File: config.mk
export PLATFORM = sky130hd
export DESIGN_NAME = mem_arbiter
export DESIGN_NICKNAME = d
export VERILOG_FILES = /design/src/rtl/mem_arbiter.sv
export SDC_FILE = /design/constraint.sdc
export NUM_CORES = 1
export LEC_CHECK = 0
export ABC_AREA = 1
export ABC_CLOCK_PERIOD_IN_PS = 34900
export BUFFER_PORTS_ARGS = -buffer_cell sky130_fd_sc_hd__buf_2
export CELL_PAD_IN_SITES_DETAIL_PLACEMENT = 0
export CELL_PAD_IN_SITES_GLOBAL_PLACEMENT = 1
export CORE_AREA = 2 2 290 292
export CTS_BUF_LIST = sky130_fd_sc_hd__clkbuf_4 sky130_fd_sc_hd__clkbuf_8 sky130_fd_sc_hd__clkbuf_16
export DETAILED_ROUTE_END_ITERATION = 6
export DIE_AREA = 0 0 292 294
export PLACE_DENSITY = 0.55
export SYNTH_ARGS = -nofsm -noshare
export SYNTH_HDL_FRONTEND = slang
export SYNTH_SLANG_ARGS = --single-unit
File: constraint.sdc
create_clock -name clock -period 34.9 [get_ports clock]
set_input_delay 3.49 -clock clock [delete_from_list [all_inputs] [get_ports clock]]
set_output_delay 3.49 -clock clock [all_outputs]
set_load 0.005 [all_outputs]
File: src/rtl/mem_arbiter.sv
// mem_arbiter: shares the single main-memory port between the icache and dcache miss paths.
// dcache has fixed priority; a starvation counter forces an icache grant after STARVE_LIMIT dcache wins.
module mem_arbiter #(
  parameter int ADDR_WIDTH   = 32,
  parameter int LINE_WIDTH   = 128,
  parameter int STARVE_LIMIT = 4
) (
  input  logic                  clock,
  input  logic                  reset,
  input  logic                  ic_req_valid,
  input  logic [ADDR_WIDTH-1:0] ic_req_addr,
  output logic                  ic_rsp_valid,
  output logic [LINE_WIDTH-1:0] ic_rsp_data,
  input  logic                  dc_req_valid,
  input  logic                  dc_req_wr,
  input  logic [ADDR_WIDTH-1:0] dc_req_addr,
  input  logic [LINE_WIDTH-1:0] dc_req_data,
  output logic                  dc_rsp_valid,
  output logic [LINE_WIDTH-1:0] dc_rsp_data,
  output logic                  mem_req_valid,
  input  logic                  mem_req_ready,
  output logic                  mem_req_wr,
  output logic [ADDR_WIDTH-1:0] mem_req_addr,
  output logic [LINE_WIDTH-1:0] mem_req_data,
  input  logic                  mem_rsp_valid,
  input  logic [LINE_WIDTH-1:0] mem_rsp_data
);
  localparam int CW = $clog2(STARVE_LIMIT + 1);
  localparam logic [CW-1:0] LIMIT = CW'(STARVE_LIMIT);
  typedef enum logic [1:0] {IDLE, REQ, WAIT, RESP} state_t;
  state_t        state;
  logic [CW-1:0] starve_cnt;
  logic          owner_ic;
  logic          pick_ic;
  always_comb pick_ic = ic_req_valid && (!dc_req_valid || starve_cnt == LIMIT);
  always_ff @(posedge clock or posedge reset) begin
    if (reset) begin
      state         <= IDLE;
      starve_cnt    <= '0;
      owner_ic      <= 1'b0;
      ic_rsp_valid  <= 1'b0;
      ic_rsp_data   <= '0;
      dc_rsp_valid  <= 1'b0;
      dc_rsp_data   <= '0;
      mem_req_valid <= 1'b0;
      mem_req_wr    <= 1'b0;
      mem_req_addr  <= '0;
      mem_req_data  <= '0;
    end else begin
      case (state)
        IDLE: if (ic_req_valid || dc_req_valid) begin
          owner_ic      <= pick_ic;
          mem_req_valid <= 1'b1;
          mem_req_wr    <= pick_ic ? 1'b0 : dc_req_wr;
          mem_req_addr  <= pick_ic ? ic_req_addr : dc_req_addr;
          mem_req_data  <= pick_ic ? '0 : dc_req_data;
          // only a dcache win over a waiting icache counts toward starvation
          starve_cnt    <= (pick_ic || !ic_req_valid) ? '0 : starve_cnt + CW'(starve_cnt != LIMIT);
          state         <= REQ;
        end
        REQ: if (mem_req_ready) begin
          mem_req_valid <= 1'b0;
          state         <= WAIT;
        end
        WAIT: if (mem_rsp_valid) begin
          if (owner_ic) ic_rsp_data <= mem_rsp_data;
          else dc_rsp_data <= mem_rsp_data;
          ic_rsp_valid <= owner_ic;
          dc_rsp_valid <= !owner_ic;
          state        <= RESP;
        end
        RESP: begin
          ic_rsp_valid <= 1'b0;
          dc_rsp_valid <= 1'b0;
          state        <= IDLE;
        end
      endcase
    end
  end
endmodule
# Word level (Yosys, flattened, before mapping)
# Cells that the tools add are included.
# W data, S select, Z words.
[word_totals] reg_bits=426 word_cells=52
[classes] add_sub_neg=1 n_eq_ne=8 muxes=15 bitwise_logic=1 reduce_logical=16
[op_table] operator="$mux W128" n=1
[op_table] operator="$mux W32" n=1
[op_table] operator="$reduce_and A3 Y1" n=4
[op_table] operator="$pmux W2 S4" n=1
[op_table] operator="$mux W2" n=3
[op_table] operator="$ne A2 B2 Y1 const B" n=3
[op_table] operator="$pmux W1 S2" n=3
[op_table] operator="$mux W1" n=5
[op_table] operator="$eq A2 B2 Y1 const B" n=2
[op_table] operator="$reduce_and A2 Y1" n=2
[op_table] operator="$reduce_bool A2 Y1" n=2
[op_table] operator="$add A3 B1 Y3" n=1
[op_table] operator="$eq A3 B3 Y1 const B" n=1
[op_table] operator="$logic_not A1 Y1" n=3
[op_table] operator="$logic_or A1 B1 Y1" n=3
[op_table] operator="$mux W3" n=1
[op_table] operator="$ne A3 B3 Y1 const B" n=1
[op_table] operator="$eq A2 B1 Y1 const B" n=1
[op_table] operator="$logic_not A2 Y1" n=1
[op_table] operator="$logic_and A1 B1 Y1" n=1
[op_table] operator="$not A1 Y1" n=1

# Depth between registers and ports, before layout
# Gate-level depths: netlist of run 1.
[depth] depth_word=5 mapped_depth=9

# Least setup slack after synthesis of run 1
# No wires, ideal clock.
[synth_path] path_type="in2reg" start="input port ic_req_valid" end="register mem_req_data[0]" setup_time_ns=0.117 t_arrival_ns=4.306 required_ns=34.783 slack_ns=30.476 path_stages=7 path_buffers=3 path_cell_list="buf_2 -> o21ai_4 -> inv_2 -> buf_2 -> buf_2 -> nand3_1 -> nand2_1"
[synth_via] elab_chain_len=2 elab_cells_between_ends=4
[synth_lines] element="start: declaration" line="10" text="input logic ic_req_valid,"
[synth_lines] element="$logic_and A1 B1 Y1 / $logic_or A1 B1 Y1 (equally long branches)" line="35, 51"
[synth_lines] element="$mux W128 / $reduce_and A2 Y1 (equally long branches)"
[synth_lines] element="end signal: assignment" line="56" text="mem_req_data <= pick_ic ? '0 : dc_req_data;"
[synth_lines] element="end: declaration" line="24" text="output logic [LINE_WIDTH-1:0] mem_req_data,"
# Parallel ways exist; a longest one is shown, timed or not.
# A chain may end at the register's enable or synchronous reset.

# Worst setup path in the final report of run 1
[layout_path] start="input port mem_rsp_valid" end="register dc_rsp_data[57]"
[layout_via] elab_chain_len=1
[layout_lines] element="start: declaration" line="25" text="input logic mem_rsp_valid,"
[layout_lines] element="$reduce_and A3 Y1 (no source line)"
[layout_lines] element="end signal: assignment" line="67" text="else dc_rsp_data <= mem_rsp_data;"
[layout_lines] element="end: declaration" line="19" text="output logic [LINE_WIDTH-1:0] dc_rsp_data,"
# No other way between the ends.

==> flow_metrics.py, run 1 <==
metrics = {
    "final_layout": {
        "nNetsFinal": 2881,
        "multi_input_area_um2": 4820,
        "area_delta_synth_final_pct": 38.6,
        "register_area_um2": 10700,
        "fin_area_um2": 23300,
        "layout-drive-gt1-share_pct": 33.3,
        "n_fill_cell": 9046,
    },
    "route": {
        "wire_per_inst_um": 16.9,
        "dr.pass1.iters": 5,
        "drtIter0Drc": 635,
        "drc_errors": 0,
        "routed_wl_um": 62200,
        "drt-vias-per-instance": 4.03,
        "vias": 14829,
        "antenna_left": 0,
    },
    "critical_path": {
        "reg2reg_slack_ps": 31370,
        "worst_r2r_path_depth": 7,
        "critical-path-max-stage-delay_ps": 920,
        "timing.rr.end": "dc_rsp_data[57]",
        "r2r-start": "state[0]",
        "worstPathRequired_ps": 35410,
        "end_kind": "flip-flop",
        "critical_path.max_fanout": 106,
        "arrival_ps": 6350,
        "critical_path.cell_chain": "buf_2, inv_1, nor2_1, nand2_4, buf_4, buf_4, nand2_1, o21ai_1",
        "cp_common_cell": "buf_4",
        "crit_type": "in -> reg",
        "cp-start-kind": "input pin",
        "critPathSlowestCell": "buf_4",
    },
    "die": {
        "placementRows": 106,
        "io_pins": 747,
        "dieArea_um2": 85800,
        "die_height_um": 294,
        "core_region_area_um2": 82900,
        "die-width_um": 292,
        "start_util_pct": 20.3,
    },
    "hold_path": {
        "min_to": "mem_req_data[17]",
        "hold_class": "reg -> reg",
        "min-delay-start": "mem_req_data[17]",
        "holdPathStages": 2,
    },
    "clock_tree": {
        "cts_num_sinks": 426,
        "clkLatencyLatePin_ps": 590,
        "clkTransAtPathRegs_ps": 60,
        "cts_root_buf": "clkbuf_16",
        "htreeDepth": 2,
        "cts_made_buffers": 53,
        "ctsResizeCount": 0,
        "cts_buffer_depth": 3,
        "cts_tree": "yes",
        "cts_hold_buf": 0,
        "postCtsSetupBuffers": 0,
    },
    "synthesis": {
        "syn_area_um2": 16800,
        "yosys_register_bits": 426,
        "syn_area_per_cell_um2": 9.10,
        "seq_area_frac_synth_pct": 63.4,
        "synthCells": 1848,
        "synth_warnings": 0,
        "syn_nets": 2181,
        "ys_types": 22,
    },
    "place": {
        "pre_cts_ws_ps": 28390,
        "gp_congestion": 0.810,
        "port_buffers": 746,
        "hpwl_um": 43800,
        "postPlaceCellArea_um2": 21500,
    },
    "global_routing": {
        "grt_pass1_wl_um": 94400,
        "grt_max_degree": 107,
        "grt_overflow_total": 0,
        "antenna_found_initial": 9,
        "gr-usage-all-layers_pct": 14.0,
        "grt_pass1_vias": 15325,
    },
    "sta": {
        "finalWorstSetupSlack_ps": 29060,
        "tightest_slew_ps": 1110,
        "hold_violations": 0,
        "finalCriticalPeriod_ps": 5840,
        "hold_ws_ps": 472,
        "finalCritPeriodShare_pct": 16.7,
        "fmax_ghz": 0.171,
        "slew_violations": 0,
        "finalClockSkew_ps": 19.1,
        "rsz0062_at_grt": "false",
        "finalSetupTns_ps": 0,
        "setup_violations": 0,
        "timing.slew.headroom_pct": 26.1,
    },
    "power": {
        "peakVddDrop_mv": 0.0297,
        "leakage_nw": 13.3,
        "cellPowerDensity_nw_per_um2": 88.4,
    },
    "status": {
        "status": "complete, no violations",
    },
    "job": {
        "drv_cap": 0,
    },
}
[kinds of logic after synthesis]
| logic type | Yosys count | share of synthesized area, % |
|---|---|---|
| buffers and inverters | 322 | 8.10 |
| DFF | 426 | 63.4 |
| adders and majority gates | 6 | 0.446 |
| and+or+nand+nor | 828 | 20.0 |
| AOI/OAI and AO/OA | 265 | 7.98 |
| xor gates and xnor gates | 1 | 0.0521 |
[stage by stage]
stage	utilization [%]	power, W	std cells
floorplan	-	0.00115	1848
global placement	25.9	0.00151	3573
detailed placement	25.9	0.00152	3573
CTS	28.1	0.00211	3668
global route	28.1	0.00222	3672
finish	28.1	0.00206	3676
[layout by cell type, fill, tap and decap left out, drive strengths merged]
cell type,netlist,layout
buf,83,761
diode,0,8
ha,6,6
o21ai,260,260
o21bai,1,1
a21oi,2,2
dfrtp,426,426
nand2,624,624
inv,206,210
clkinv,0,7
o22ai,2,2
nor2,4,4
nand3,199,199
xor2,1,1
clkbuf,33,82
bufinv,0,2
nor3,1,1
[cell usage after synthesis]
library cell / count / area [um2]
nand2_1: 622 / 2330
o21ai_1: 112 / 561
nor3_1: 1 / 5.00
o21bai_1: 1 / 7.51
buf_4: 18 / 135
ha_1: 6 / 75.1
xor2_1: 1 / 8.76
clkbuf_1: 33 / 124
dfrtp_1: 426 / 10700
o22ai_1: 2 / 12.5
nand2_2: 2 / 12.5
nand3_1: 198 / 991
buf_2: 63 / 315
buf_6: 1 / 11.3
inv_1: 205 / 769
a21oi_1: 2 / 10.0
o21ai_4: 1 / 16.3
inv_2: 1 / 3.75
buf_1: 1 / 3.75
o21ai_0: 147 / 736
nand3_2: 1 / 10.0
nor2_1: 4 / 15.0
[sequential cells by signal, indices dropped and copies added (netlist names)]
| register | cells |
|---|---|
| dc_rsp_data | 128 |
| mem_req_addr | 32 |
| mem_req_data | 128 |
| ic_rsp_data | 128 |
| ic_rsp_valid | 1 |
| state | 2 |
| mem_req_wr | 1 |
| starve_cnt | 3 |
| mem_req_valid | 1 |
| dc_rsp_valid | 1 |
| owner_ic | 1 |
[worst max path at each step]
stage,start,endpoint,cells past startpoint
2_1_floorplan,reset,dc_rsp_data[0],1
4_1_cts,mem_rsp_valid,dc_rsp_data[45],8
6_report,mem_rsp_valid,dc_rsp_data[57],8
5_1_grt,mem_rsp_valid,dc_rsp_data[63],8
3_5_place_dp,mem_rsp_valid,dc_rsp_data[45],8
3_3_place_gp,mem_rsp_valid,dc_rsp_data[98],8
[critical path: cells and delay by family]
kind,cells,cell delay [ps]
and+or+nand+nor,3,610
AOI/OAI and AO/OA,1,120
buffers and inverters,4,1990
[final cells by class]
class / count / share of cell area (%)
antenna: 8 / 0.0859
clock buffer: 82 / 7.13
clock inverter: 13 / 0.655
inverter: 206 / 3.37
multi-input combinational: 1100 / 20.7
sequential: 426 / 45.7
tap: 1080 / 5.80
timing repair buffer: 761 / 16.5
[report_power, final]
group / internal (W) / leakage (nW) / switching (W)
sequential: 0.000711 / 5.39 / 0.000117
clock: 0.000342 / 0.918 / 0.000224
combinational: 0.000273 / 6.99 / 0.000391
[layer usage]
| layer | vias to the layer above | track usage, % | wire (um) |
|---|---|---|---|
| met3 | 97 | 4.31 | 4690 |
| met4 | 4 | 4.48 | 1720 |
| met1 | 7022 | 16.3 | 24700 |
| met5 | - | 0 | 34 |
| met2 | 506 | 24.6 | 31100 |
| li1 | 7200 | - | - |
Power figures use the tool's default switching activity.
==> inputs of run 2 (changes only) <==
- ABC_AREA: 1 -> 0
- ABC_CLOCK_PERIOD_IN_PS: 34900 -> 5600
- CORE_AREA: 2 2 290 292 -> 2 2 289 291
- DIE_AREA: 0 0 292 294 -> 0 0 291 293
- PLACE_DENSITY: 0.55 -> 0.52
- clock period: 34.9 -> 5.6 ns (I/O delays scaled with it)
==> flow_metrics.py, run 2 <==
metrics = {
    "global_routing": {
        "grt_max_degree": 163,
        "grt_pass1_vias": 12849,
        "gr-usage-all-layers_pct": 12.6,
        "antenna_found_initial": 15,
        "grt_overflow_total": 0,
        "grt_pass1_wl_um": 83400,
    },
    "critical_path": {
        "critical_path.max_fanout": 96,
        "critical_path.cell_chain": "inv_1, ha_1, nand3_4, buf_12, mux2_4",
        "arrival_ps": 3250,
        "worstPathRequired_ps": 6070,
        "crit_type": "reg -> reg",
        "startpoint": "state[0]",
        "cp-start-kind": "flip-flop",
        "critical-path-max-stage-delay_ps": 580,
        "critPathSlowestCell": "nand3_4",
        "end_kind": "flip-flop",
        "r2r-start": "state[0]",
    },
    "synthesis": {
        "synthCells": 1065,
        "syn_nets": 1398,
        "syn_area_um2": 16800,
        "ys_types": 33,
        "synthTopCellsByCount": "dfrtp_1 (426), mux2_2 (149), a22o_1 (132)",
        "syn_area_per_cell_um2": 15.7,
        "synthTopCellsByArea": "dfrtp_1 (64%), mux2_2 (10%), mux2_4 (9.0%)",
        "post-synth-top-area-fraction_pct": 63.6,
        "async_reset_ff_share_pct": 100,
        "yosys.area.top_type": "dfrtp_1",
        "seq_area_frac_synth_pct": 63.6,
        "yosys_register_bits": 426,
        "synthFlopType": "dfrtp_1",
        "synth_warnings": 0,
        "synth_edf_count": 0,
        "synth.most_common_cell": "dfrtp_1",
    },
    "clock_tree": {
        "postCtsSetupBuffers": 0,
        "clkTransAtPathRegs_ps": 60,
        "cts_num_sinks": 426,
        "cts_root_buf": "clkbuf_16",
        "cts_hold_buf": 0,
        "ctsResizeCount": 0,
        "htreeDepth": 2,
        "cts_tree": "yes",
        "clkLatencyLatePin_ps": 600,
        "cts_buffer_depth": 3,
        "cts_made_buffers": 52,
    },
    "sta": {
        "finalSetupTns_ps": 0,
        "tightest_slew_ps": 1130,
        "rsz0062_at_grt": "false",
        "hold_ws_ps": 162,
        "timing.slew.headroom_pct": 24.5,
        "finalCriticalPeriod_ps": 2790,
        "finalClockSkew_ps": 20.0,
        "finalCritPeriodShare_pct": 49.8,
        "fmax_ghz": 0.359,
        "setup_violations": 0,
        "hold_violations": 0,
        "slew_violations": 0,
    },
    "route": {
        "dr.pass1.iters": 6,
        "drtIter0Drc": 421,
        "drt-vias-per-instance": 4.10,
        "wl_met2_um": 27700,
        "wl_met3_um": 5050,
        "drc_errors": 0,
        "highest_layer": "met5",
        "antenna_left": 0,
        "drt-met1-wl_um": 21200,
        "vias": 11944,
        "routed_wl_um": 55800,
        "wire_per_inst_um": 19.1,
    },
    "power": {
        "p_seq_share_pct": 38.9,
        "sw_frac_of_total_pct": 31.6,
        "peakVddDrop_mv": 0.240,
        "cellPowerDensity_nw_per_um2": 586,
        "p_comb_share_pct": 35.5,
        "clkPwrFrac_pct": 25.6,
        "intPower_w": 0.00933,
        "p_sw_w": 0.00431,
        "leakage_nw": 11.9,
    },
    "die": {
        "core_region_area_um2": 81800,
        "start_util_pct": 20.5,
        "die-width_um": 291,
        "dieArea_um2": 85300,
        "die_height_um": 293,
        "placementRows": 105,
        "io_pins": 747,
    },
    "final_layout": {
        "nNetsFinal": 2132,
        "register_area_um2": 10700,
        "area_delta_synth_final_pct": 39.0,
        "multi_input_area_um2": 5570,
        "final_common_cell": "buf_2",
        "layout_common_cells": "buf_2 (746), dfrtp_1 (426), mux2_2 (149)",
        "top_regs": "dc_rsp_data x128, ic_rsp_data x128, mem_req_data x128",
        "n_fill_cell": 8478,
        "instances_no_fill": 2913,
        "layout-drive-gt1-share_pct": 61.9,
    },
    "place": {
        "dp_cells": 2815,
        "gp_congestion": 0.759,
        "port_buffers": 746,
        "hpwl_um": 39900,
    },
    "status": {
        "status": "complete, no violations",
    },
    "hold_path": {
        "hold_class": "in -> async",
    },
    "job": {
        "drv_cap": 0,
    },
}
[run 2: changes by cell type after synthesis, sizes merged, moves of 14 or more]
cell and change:
o211ai +32, buf -23, inv -198, mux2 +257
a22o +132, o21ai -257, nand2 -558, nand4 +34
nand3 -196, clkbuf -14
[run 2: logic make-up (layout without fill, tap and decap cells)]
| kind of cell | after synthesis | after routing | share of synthesized area [%] |
|---|---|---|---|
| multiplexers | 257 | 257 | 19.5 |
| buffers and inverters | 87 | 857 | 3.45 |
| adder cells (fa/ha/maj) | 6 | 6 | 0.448 |
| other | 0 | 8 | 0 |
| AO/OA/AOI/OAI | 178 | 178 | 9.84 |
| AND/OR/NAND/NOR | 111 | 111 | 3.13 |
| flip-flops | 426 | 426 | 63.6 |
[run 2: power by group through the flow]
stage | Combinational [W] | Clock [W] | Sequential (W)
after global routing | 0.00526 | 0.00376 | 0.00549
after floorplan | 0.00250 | 0 | 0.00542
after detailed placement | 0.00495 | 0 | 0.00533
final | 0.00484 | 0.00350 | 0.00531
after CTS | 0.00495 | 0.00364 | 0.00532
after global placement | 0.00488 | 0 | 0.00532
[run 2: layer usage]
layer	up-vias	track usage, %
met4	14	4.28
met3	104	4.48
met1	5895	14.4
met5	-	0
met2	553	21.8
li1	5378	-
[run 2: per-stage QoR]
step | power, W | setup slack, ps | utilization, % | area, um2
floorplan | 0.00792 | -709 | - | 16800
global placement | 0.0102 | 2820 | 26.2 | 21500
detailed placement | 0.0103 | 2820 | 26.2 | 21500
CTS | 0.0139 | 2820 | 28.4 | 23300
global route | 0.0145 | 2650 | 28.5 | 23300
finish | 0.0136 | 2810 | 28.5 | 23300
[run 2: path summary, 6_finish.rpt]
kind | to | slack, ps | depth (start not counted)
hold / removal | mem_req_data[40] | 160 | 2
min in group clock | mem_req_data[27] | 180 | 2
hold reg to reg | ic_rsp_data[4] | 480 | 1
max in group asynchronous | dc_rsp_data[2] | 3910 | 3
setup / recovery | ic_rsp_data[81] | 2810 | 5
setup reg to reg | ic_rsp_data[81] | 2810 | 5
[run 2: critical path: cells and delay by family (launching register included)]
kind / cells / cell delay, ps
AND/OR/NAND/NOR: 1 / 580
multiplexers: 1 / 440
buffers and inverters: 2 / 610
adder cells (fa/ha/maj): 1 / 400
flip-flops: 1 / 410
[run 2: cell type report]
| cell class | count | share of cell area, % |
|---|---|---|
| flip-flops and latches | 426 | 45.8 |
| inverters | 8 | 0.145 |
| repair buffers | 759 | 16.7 |
| multi-input cells | 552 | 23.9 |
| clock inverters | 15 | 1.00 |
| diodes | 8 | 0.0859 |
| well taps | 1070 | 5.75 |
| clock buffers | 75 | 6.68 |
==> inputs of run 3 (changes only) <==
- ABC_AREA: 0 -> 1
- ABC_CLOCK_PERIOD_IN_PS: 5600 -> 2600
- CORE_AREA: 2 2 289 291 -> 2 2 294 296
- DIE_AREA: 0 0 291 293 -> 0 0 296 298
- PLACE_DENSITY: 0.52 -> 0.54
- clock period: 5.6 -> 2.6 ns (I/O delays scaled with it)
==> flow_metrics.py, run 3 (synthesis results as in run 1) <==
metrics = {
    "sta": {
        "hold_violations": 0,
        "finalCriticalPeriod_ps": 2330,
        "slew_violations": 0,
        "rsz0062_at_grt": "false",
        "setup_violations": 0,
        "timing.slew.headroom_pct": 34.9,
        "finalCritPeriodShare_pct": 89.5,
        "fmax_ghz": 0.430,
        "finalWorstSetupSlack_ps": 272,
        "tightest_slew_ps": 976,
        "finalClockSkew_ps": 19.0,
    },
    "route": {
        "drtIter0Drc": 804,
        "antenna_left": 0,
        "drt-vias-per-instance": 4.00,
        "drc_errors": 0,
        "wire_per_inst_um": 15.9,
        "routed_wl_um": 64600,
        "dr.pass1.iters": 5,
        "vias": 16196,
    },
    "final_layout": {
        "layout-drive-gt1-share_pct": 30.4,
        "layout_common_cells": "buf_2 (746), nand2_1 (621), dfrtp_1 (426)",
        "final_common_cell": "buf_2",
        "top_regs": "dc_rsp_data x128, ic_rsp_data x128, mem_req_data x128",
        "nNetsFinal": 3203,
        "instances_no_fill": 4053,
        "area_delta_synth_final_pct": 58.7,
    },
    "place": {
        "gp_congestion": 0.797,
        "port_buffers": 746,
        "pre_cts_ws_ps": 633,
        "hpwl_um": 46600,
        "dp_cells": 3664,
    },
    "critical_path": {
        "cp-start-kind": "flip-flop",
        "crit_type": "reg -> reg",
        "arrival_ps": 2790,
        "end_kind": "flip-flop",
        "critical-path-max-stage-delay_ps": 550,
        "reg2reg_slack_ps": 270,
        "crit_end": "mem_req_addr[29]",
        "timing.rr.end": "mem_req_addr[29]",
        "critPathSlowestCell": "dlygate4sd3_1",
        "cp_common_cell": "nand2_1",
        "startpoint": "starve_cnt[0]",
        "critical_path.cell_chain": "inv_1, ha_1, nand2_1, nand2_2, nand2_8, buf_12, nand2_1, nand3_1, dlygate4sd3_1, nand2_1",
        "worstPathRequired_ps": 3060,
        "worst_r2r_path_depth": 10,
        "r2r-start": "starve_cnt[0]",
        "critical_path.max_fanout": 65,
    },
    "global_routing": {
        "antenna_found_initial": 6,
        "grt_pass1_wl_um": 98800,
        "grt_overflow_total": 0,
        "gr-usage-all-layers_pct": 14.3,
        "grt_pass1_vias": 16974,
        "grt_max_degree": 167,
    },
    "clock_tree": {
        "cts_tree": "yes",
        "ctsResizeCount": 0,
        "cts_made_buffers": 51,
        "htreeDepth": 2,
        "clkLatencyLatePin_ps": 590,
        "cts_root_buf": "clkbuf_16",
        "cts_buffer_depth": 3,
        "clkTransAtPathRegs_ps": 60,
        "cts_num_sinks": 426,
        "cts_hold_buf": 297,
        "postCtsSetupBuffers": 0,
    },
    "hold_path": {
        "hold_class": "in -> reg",
    },
    "die": {
        "core_region_area_um2": 84900,
        "io_pins": 747,
        "dieArea_um2": 88200,
        "die-width_um": 296,
        "placementRows": 107,
        "start_util_pct": 19.8,
        "die_height_um": 298,
    },
    "status": {
        "status": "complete, no violations",
    },
    "job": {
        "drv_cap": 0,
    },
    "power": {
        "leakage_nw": 14.7,
        "peakVddDrop_mv": 0.588,
        "cellPowerDensity_nw_per_um2": 1060,
    },
}
-- run 3: cell types whose count changed in the layout (fill, tap and decap cells not counted), moves of 19 or more --
cell | before | now
a22o_1 | 132 | 0
buf_4 | 9 | 28
dlygate4sd3_1 | 0 | 297
inv_1 | 7 | 204
mux2_2 | 149 | 0
mux2_4 | 100 | 0
nand2_1 | 66 | 621
nand3_1 | 1 | 198
nand4_1 | 34 | 0
o211ai_2 | 30 | 0
o21ai_0 | 2 | 147
o21ai_1 | 0 | 112
-- run 3: final cells by class --
cell class / count / area (um2)
Sequential cell: 426 / 10700
Tap cell: 1144 / 1430
Fill cell: 9134 / 58200
Multi-Input combinational cell: 1100 / 4820
Timing Repair Buffer: 1085 / 7200
Antenna cell: 2 / 5.00
Clock inverter: 13 / 209
Inverter: 206 / 779
Clock buffer: 77 / 1590
-- run 3: critical path, delay by kind of cell, from the launching register on --
kind | cells | cell delay (ps)
buffers and inverters | 3 | 870
and+or+nand+nor | 6 | 770
DFF | 1 | 360
adders and majority gates | 1 | 190
-- run 3: routing by layer --
layer,wire [um],global-route usage (%)
met2,31900,25.0
met3,5220,4.26
met5,46,0
met1,24700,16.1
met4,2630,5.89
-- run 3: how the worst min path moves through the flow --
stage / startpoint / endpoint / slack (ps) / cells past startpoint
after CTS: dc_req_addr[3] / mem_req_addr[3] / 0.7 / 5
final: dc_req_data[68] / mem_req_data[68] / 10 / 3
after detailed placement: mem_req_addr[25] / mem_req_addr[25] / 460 / 2
after global routing: dc_req_data[68] / mem_req_data[68] / 10 / 3
after floorplan: dc_req_data[0] / mem_req_data[0] / 400 / 2
after global placement: mem_req_data[78] / mem_req_data[78] / 460 / 2
-- run 3: power breakdown --
group          total, W  switching (W)  internal [W]
sequential       0.0111        0.00160       0.00954
clock           0.00756        0.00287       0.00469
combinational   0.00961        0.00540       0.00421
total            0.0283        0.00987        0.0184
-- run 3: through the flow --
stage	setup TNS [ps]	power [W]	utilization, %	cell area (um2)	hold WS [ps]
detailed placement	0	0.0206	25.8	21900	460
global route	0	0.0305	31.4	26700	13.4
global placement	0	0.0204	25.8	21900	458
finish	0	0.0283	31.4	26700	13.4
CTS	0	0.0288	31.4	26700	0.728
floorplan	-1452420	0.0154	-	16800	401
